### src/rtl/decimacao_stream_if.sv
// rtl/decimacao_stream_if.sv - pixel input and reduced-pixel output handshake bundle
interface decimacao_stream_if #(
  parameter int PIX_W = 8
) ();
  logic [PIX_W-1:0] in_pixel;
  logic             in_valid;
  logic             in_ready;
  logic [PIX_W-1:0] out_pixel;
  logic             out_valid;
  logic             out_ready;
  logic             out_last;

  modport slave (
    input  in_pixel, in_valid, out_ready,
    output in_ready, out_pixel, out_valid, out_last
  );

  modport master (
    output in_pixel, in_valid, out_ready,
    input  in_ready, out_pixel, out_valid, out_last
  );
endinterface

### src/rtl/decimacao_stream.sv
// rtl/decimacao_stream.sv - streaming FATORxFATOR block decimator (average/nearest/max/min)
// Keeps one accumulator per block column; one registered output with valid/ready.
module decimacao_stream #(
  parameter int PIX_W   = 8,
  parameter int LARGURA = 4,
  parameter int ALTURA  = 4,
  parameter int FATOR   = 2,
  parameter int ACC_W   = PIX_W + 2 * $clog2(FATOR)
) (
  input  logic                 clk,
  input  logic                 rst,
  input  logic [1:0]           modo,
  output logic                 ocupado,
  decimacao_stream_if.slave    bus
);

  localparam int LOG_F = $clog2(FATOR);
  localparam int NB    = LARGURA / FATOR;
  localparam int XW    = (LARGURA > 1) ? $clog2(LARGURA) : 1;
  localparam int YW    = (ALTURA > 1) ? $clog2(ALTURA) : 1;
  localparam int BW    = (NB > 1) ? $clog2(NB) : 1;

  typedef enum logic {OCIOSO, ATIVO} estado_t;

  estado_t           r_state;
  estado_t           w_state_next;
  logic [XW-1:0]     r_x;
  logic [YW-1:0]     r_y;
  logic [1:0]        r_modo_q;
  logic [ACC_W-1:0]  r_acc [NB];
  logic [PIX_W-1:0]  r_out_pixel;
  logic              r_out_valid;
  logic              r_out_last;

  logic              w_in_xfer;
  logic              w_out_xfer;
  logic              w_x_end;
  logic              w_y_end;
  logic              w_frame_start;
  logic              w_first;
  logic              w_done;
  logic [LOG_F-1:0]  w_dx;
  logic [LOG_F-1:0]  w_dy;
  logic [BW-1:0]     w_bx;
  logic [ACC_W-1:0]  w_pix_ext;
  logic [ACC_W-1:0]  w_acc_cur;
  logic [ACC_W-1:0]  w_comb;
  logic [ACC_W-1:0]  w_new;
  logic [PIX_W-1:0]  w_result;

  assign bus.in_ready  = !r_out_valid || bus.out_ready;
  assign bus.out_pixel = r_out_pixel;
  assign bus.out_valid = r_out_valid;
  assign bus.out_last  = r_out_last;
  assign ocupado       = (r_state == ATIVO);

  assign w_in_xfer     = bus.in_valid && bus.in_ready;
  assign w_out_xfer    = r_out_valid && bus.out_ready;
  assign w_x_end       = (r_x == XW'(LARGURA - 1));
  assign w_y_end       = (r_y == YW'(ALTURA - 1));
  assign w_frame_start = (r_x == '0) && (r_y == '0);
  assign w_dx          = r_x[LOG_F-1:0];
  assign w_dy          = r_y[LOG_F-1:0];
  assign w_bx          = BW'(r_x >> LOG_F);
  assign w_first       = (w_dx == '0) && (w_dy == '0);
  assign w_done        = (w_dx == LOG_F'(FATOR - 1)) && (w_dy == LOG_F'(FATOR - 1));
  assign w_pix_ext     = ACC_W'(bus.in_pixel);

  // Combined value includes the current pixel, so the completing transfer yields the result directly.
  always_comb begin
    w_acc_cur = r_acc[w_bx];
    w_comb    = w_acc_cur;
    case (r_modo_q)
      2'b00:   w_comb = w_acc_cur + w_pix_ext;
      2'b01:   w_comb = w_acc_cur;
      2'b10:   if (w_pix_ext > w_acc_cur) w_comb = w_pix_ext;
      default: if (w_pix_ext < w_acc_cur) w_comb = w_pix_ext;
    endcase
    w_new = w_first ? w_pix_ext : w_comb;
    if (r_modo_q == 2'b00) begin
      w_result = PIX_W'(w_comb >> (2 * LOG_F));
    end else begin
      w_result = w_comb[PIX_W-1:0];
    end
  end

  // A first pixel arriving alongside the out_last transfer keeps the engine busy.
  always_comb begin
    w_state_next = r_state;
    case (r_state)
      OCIOSO:  if (w_in_xfer) w_state_next = ATIVO;
      ATIVO:   if (w_out_xfer && r_out_last && !w_in_xfer) w_state_next = OCIOSO;
      default: w_state_next = OCIOSO;
    endcase
  end

  always_ff @(posedge clk or posedge rst) begin
    if (rst) begin
      r_state <= OCIOSO;
    end else begin
      r_state <= w_state_next;
    end
  end

  always_ff @(posedge clk or posedge rst) begin
    if (rst) begin
      r_x      <= '0;
      r_y      <= '0;
      r_modo_q <= 2'b00;
    end else if (w_in_xfer) begin
      if (w_frame_start) r_modo_q <= modo;
      if (w_x_end) begin
        r_x <= '0;
        r_y <= w_y_end ? '0 : r_y + 1'b1;
      end else begin
        r_x <= r_x + 1'b1;
      end
    end
  end

  always_ff @(posedge clk or posedge rst) begin
    if (rst) begin
      for (int i = 0; i < NB; i++) r_acc[i] <= '0;
    end else if (w_in_xfer) begin
      r_acc[w_bx] <= w_new;
    end
  end

  always_ff @(posedge clk or posedge rst) begin
    if (rst) begin
      r_out_pixel <= '0;
      r_out_valid <= 1'b0;
      r_out_last  <= 1'b0;
    end else if (w_in_xfer && w_done) begin
      r_out_pixel <= w_result;
      r_out_valid <= 1'b1;
      r_out_last  <= w_x_end && w_y_end;
    end else if (w_out_xfer) begin
      r_out_valid <= 1'b0;
      r_out_last  <= 1'b0;
    end
  end

endmodule
### src/flat_wrapper.sv
// flat-port wrapper written by rule: the top's interface ports become plain ports
module decimacao_stream_flat 
#(
  parameter int PIX_W   = 8,
  parameter int LARGURA = 4,
  parameter int ALTURA  = 4,
  parameter int FATOR   = 2,
  parameter int ACC_W   = PIX_W + 2 * $clog2(FATOR)
)
  (clk, rst, modo, ocupado, bus_in_pixel, bus_in_valid, bus_out_ready, bus_in_ready, bus_out_pixel, bus_out_valid, bus_out_last);
  decimacao_stream_if #(.PIX_W(PIX_W)) bus_i ();
  input  logic clk;
  input  logic rst;
  input  logic [1:0] modo;
  output logic ocupado;
  input wire logic [$bits(bus_i.in_pixel)-1:0] bus_in_pixel;
  input wire logic [$bits(bus_i.in_valid)-1:0] bus_in_valid;
  input wire logic [$bits(bus_i.out_ready)-1:0] bus_out_ready;
  output wire logic [$bits(bus_i.in_ready)-1:0] bus_in_ready;
  output wire logic [$bits(bus_i.out_pixel)-1:0] bus_out_pixel;
  output wire logic [$bits(bus_i.out_valid)-1:0] bus_out_valid;
  output wire logic [$bits(bus_i.out_last)-1:0] bus_out_last;
  assign bus_i.in_pixel = bus_in_pixel;
  assign bus_i.in_valid = bus_in_valid;
  assign bus_i.out_ready = bus_out_ready;
  assign bus_in_ready = bus_i.in_ready;
  assign bus_out_pixel = bus_i.out_pixel;
  assign bus_out_valid = bus_i.out_valid;
  assign bus_out_last = bus_i.out_last;
  decimacao_stream #(.PIX_W(PIX_W), .LARGURA(LARGURA), .ALTURA(ALTURA), .FATOR(FATOR), .ACC_W(ACC_W)) u_core (.clk(clk), .rst(rst), .modo(modo), .ocupado(ocupado), .bus(bus_i));
endmodule
### config.mk
export PLATFORM = sky130hd
export DESIGN_NAME = decimacao_stream_flat
export DESIGN_NICKNAME = d
export VERILOG_FILES = /design/src/rtl/decimacao_stream_if.sv /design/src/rtl/decimacao_stream.sv /design/src/flat_wrapper.sv
export SDC_FILE = /design/constraint.sdc
export NUM_CORES = 1
export LEC_CHECK = 0
export ABC_CLOCK_PERIOD_IN_PS = 2900
export CORE_UTILIZATION = 53
export DETAILED_ROUTE_END_ITERATION = 8
export PLACE_DENSITY = 0.77
export SLEW_MARGIN = 25
export SYNTH_ARGS = -nofsm -noshare
export SYNTH_HDL_FRONTEND = slang
export SYNTH_SLANG_ARGS = --single-unit
### constraint.sdc
create_clock -name clk -period 2.9 [get_ports clk]
set_clock_uncertainty 0.1 [all_clocks]
set_input_delay 0.58 -clock clk [delete_from_list [all_inputs] [get_ports clk]]
set_output_delay 0.58 -clock clk [all_outputs]
set_load 0.01 [all_outputs]
==> out/qor.yml <==
ys_seq_elements: 37
yosysTopAreaCell: "dfrtp_1"
maxSlewViolCount: 0
hp-class: "flip-flop to flip-flop"
dpl.cell_count: 514
cts_tree: "done"
period_share_pct: 103
synth_common_cells: "37 x dfrtp_1, 33 x nor2_1, 30 x nand2_1"
cap_violations: 0
syn-cell-area_um2: 3030
fmax_ghz: 0.334
total_power_mw: 6.17
synthFlopType: "dfrtp_1"
min_path_cells: 1
place.gp.congestion: 1.00
report.final.setup_viol: 13
rrSetupSlack_ps: -90
met2_usage_pct: 59.7
synth_top_area_share_pct: 30.6
nets: 491
n_fill_cell: 357
diodes: 0
grt_pass1_wl_um: 16200
grt_use_met3_pct: 5.65
grt_max_degree: 38
drive_gt1_share_pct: 37.0
first_iter_violations: 362
arrival_ps: 3070
tightestPinTransition_ps: 776
postSynthCellCount: 354
wl_per_cell_um: 19.7
clk_latency_ps: 290
ys_seq_area_share_pct: 30.6
dieWidth_um: 77.6
die_y_um: 77.6
min_period_ps: 2990
violations: "setup timing"
p_leak_nw: 1.97
io_buffers: 25
yosysMostFrequentCell: "dfrtp_1"
netSwitchingFraction_pct: 48.0
synth_area_per_cell_um2: 8.55
start_util_pct: 54.9
clkSinkCount: 37
end_kind: "flip-flop"
power_density_nw_per_um2: 1400
path_cells: "buf_12 > mux2i_4 > ha_4 > nor2b_4 > o211ai_1 > buf_4 > a211o_4 > buf_6 > a21o_1 > a32oi_2 > o2111ai_2 > a22o_1"
dr.pass1.iters: 5
synth_nets: 389
path_class: "flip-flop to flip-flop"
combPwrFrac_pct: 78.6
wirelength_um: 10400
grt_pass1_vias: 3249
p_int_mw: 3.21
p_seq_share_pct: 15.6
clk_path_buf_depth: 2
start_kind: "flip-flop"
yosysUniqueCellTypes: 61
stdcell_count: 529
clk_pin_slew_ps: 80
antenna_left: 0
synthArstFlopShare_pct: 100
cp.required_ps: 2980
finalHoldViolCount: 0
area_growth_pct: 46.0
status: "finished, violations left"
pwr-share-clk_pct: 5.8
multi_input_area_um2: 2350
ioPinCount: 26
cts_buffers: 5
max-vdd-ir-drop_v: 0.000759
grt.overflow.total: 0
synth_warnings: 0
synth.area.top_cells: "dfrtp_1 31%, ha_1 8.3%, mux2_2 4.8%"
met1_usage_pct: 43.5
slowest_delay_ps: 460
cp_slowest_cell: "dfrtp_2"
gr-usage-all-layers_pct: 35.1
cp_max_fo: 4
post-route-drc-count: 0
place_hpwl_um: 7540
fp.dieArea_um2: 6010
viasPerCell: 6.39
p_sw_mw: 2.96
core_area_um2: 5510
rr_worst_depth: 12
rsz0062_at_grt: "true"
synth-edff-count: 0
cts-root-buf: "clkbuf_8"
busiest_layer: "met2"
max_slew_margin_pct: 48.1
htree_levels: 2
row_count: 27
hold_ws_ps: 392
vias: 3378
regArea_um2: 927
antenna_found_initial: 0
fin_ws_ps: -91.1
cells in the final DEF (no fill, tap or decap), types with 4 or more instances in the layout:
cell             count
a21o_1               7
a21oi_1             14
a221oi_2             5
a22o_1               8
a31oi_1             10
and2_1               4
and3_1               5
buf_4               81
clkbuf_8             5
clkdlybuf4s50_1     25
dfrtp_1             36
ha_1                12
ha_4                 5
inv_1               20
mux2_2              11
mux2i_1              5
mux2i_4              4
nand2_1             30
nand2b_1             4
nand3_1             10
nand4_1              4
nor2_1              32
nor3_1               6
o21ai_0             11
o21ai_1              5
o21ai_2              4
or3_1                4
cells by family after synthesis:
family	count (synthesis)	share of synthesized area (%)
flip-flops	37	30.6
multiplexers	22	7.82
AO/OA/AOI/OAI	107	25.2
adder cells (fa/ha/maj)	21	8.93
AND/OR/NAND/NOR	128	21.2
XOR/XNOR	5	1.45
buffers and inverters	34	4.80
cell type report:
class	instances	area share, %
Clock buffer	5	1.56
Clock inverter	3	0.396
Inverter	21	1.78
Multi-Input combinational cell	283	53.1
Sequential cell	37	21.0
Tap cell	72	2.04
Timing Repair Buffer	108	20.1
state kept, by name, indices dropped and copies added (netlist names):
| register | cells |
|---|---|
| u_core.r_acc | 20 |
| u_core.ocupado | 1 |
| u_core.r_y | 2 |
| u_core.r_x | 2 |
| u_core.bus.out_last | 1 |
| u_core.bus.out_pixel | 8 |
| u_core.r_modo_q | 2 |
| u_core.bus.out_valid | 1 |
power by group through the flow:
| stage | sequential, mW | clock [mW] | combinational, mW |
|---|---|---|---|
| after global routing | 0.982 | 0.385 | 5.14 |
| after CTS | 0.947 | 0.363 | 4.36 |
| after floorplan | 0.893 | 0 | 2.31 |
| after global placement | 0.922 | 0 | 3.83 |
| after detailed placement | 0.936 | 0 | 3.91 |
| final | 0.962 | 0.360 | 4.85 |
what timing repair did:
item / CTS / global route
pin swaps: 20 / 12
resized for setup: 46 / 26
hold buffers: 0 / 0
setup endpoints to repair: 28 / 28
setup buffers: 4 / 4
per-layer routing:
layer | up-vias | part of all wire, %
met1 | 1617 | 39
met3 | 48 | 7.8
met4 | 0 | 4.3
li1 | 1516 | -
met5 | - | 0
met2 | 197 | 48
per-stage QoR:
| stage | cell area (um2) | worst slack [ps] | TNS [ps] | utilization [%] |
|---|---|---|---|---|
| 2_1_floorplan | 3050 | 13.9 | 0 | - |
| 3_3_place_gp | 3900 | -448 | -7460 | 70.9 |
| 3_5_place_dp | 3900 | -446 | -8420 | 70.9 |
| 4_1_cts | 4260 | -79.0 | -149 | 77.3 |
| 5_1_grt | 4420 | -185 | -3240 | 80.2 |
| 6_report | 4420 | -91.1 | -596 | 80.2 |
worst max-delay path, delay by kind of cell, from the launching register on:
kind / cells / cell delay (ps)
flops: 1 / 460
fa+ha+maj: 1 / 280
mux: 1 / 190
compound gates: 6 / 1270
simple gates: 1 / 120
buf+inv: 3 / 450
worst paths after layout:
path / startpoint / end
max: u_core.r_x[1]$_DFFE_PP0P_ / u_core.r_acc[16]$_DFFE_PP0P_
min: u_core.bus.out_pixel[3]$_DFFE_PP0P_ / u_core.bus.out_pixel[3]$_DFFE_PP0P_
max reg2reg: u_core.r_x[1]$_DFFE_PP0P_ / u_core.r_acc[16]$_DFFE_PP0P_
min reg2reg: u_core.bus.out_pixel[3]$_DFFE_PP0P_ / u_core.bus.out_pixel[3]$_DFFE_PP0P_
max in group asynchronous: rst / u_core.r_x[1]$_DFFE_PP0P_
min in group asynchronous: rst / u_core.bus.out_valid$_DFFE_PP0P_
Power figures use the tool's default switching activity.
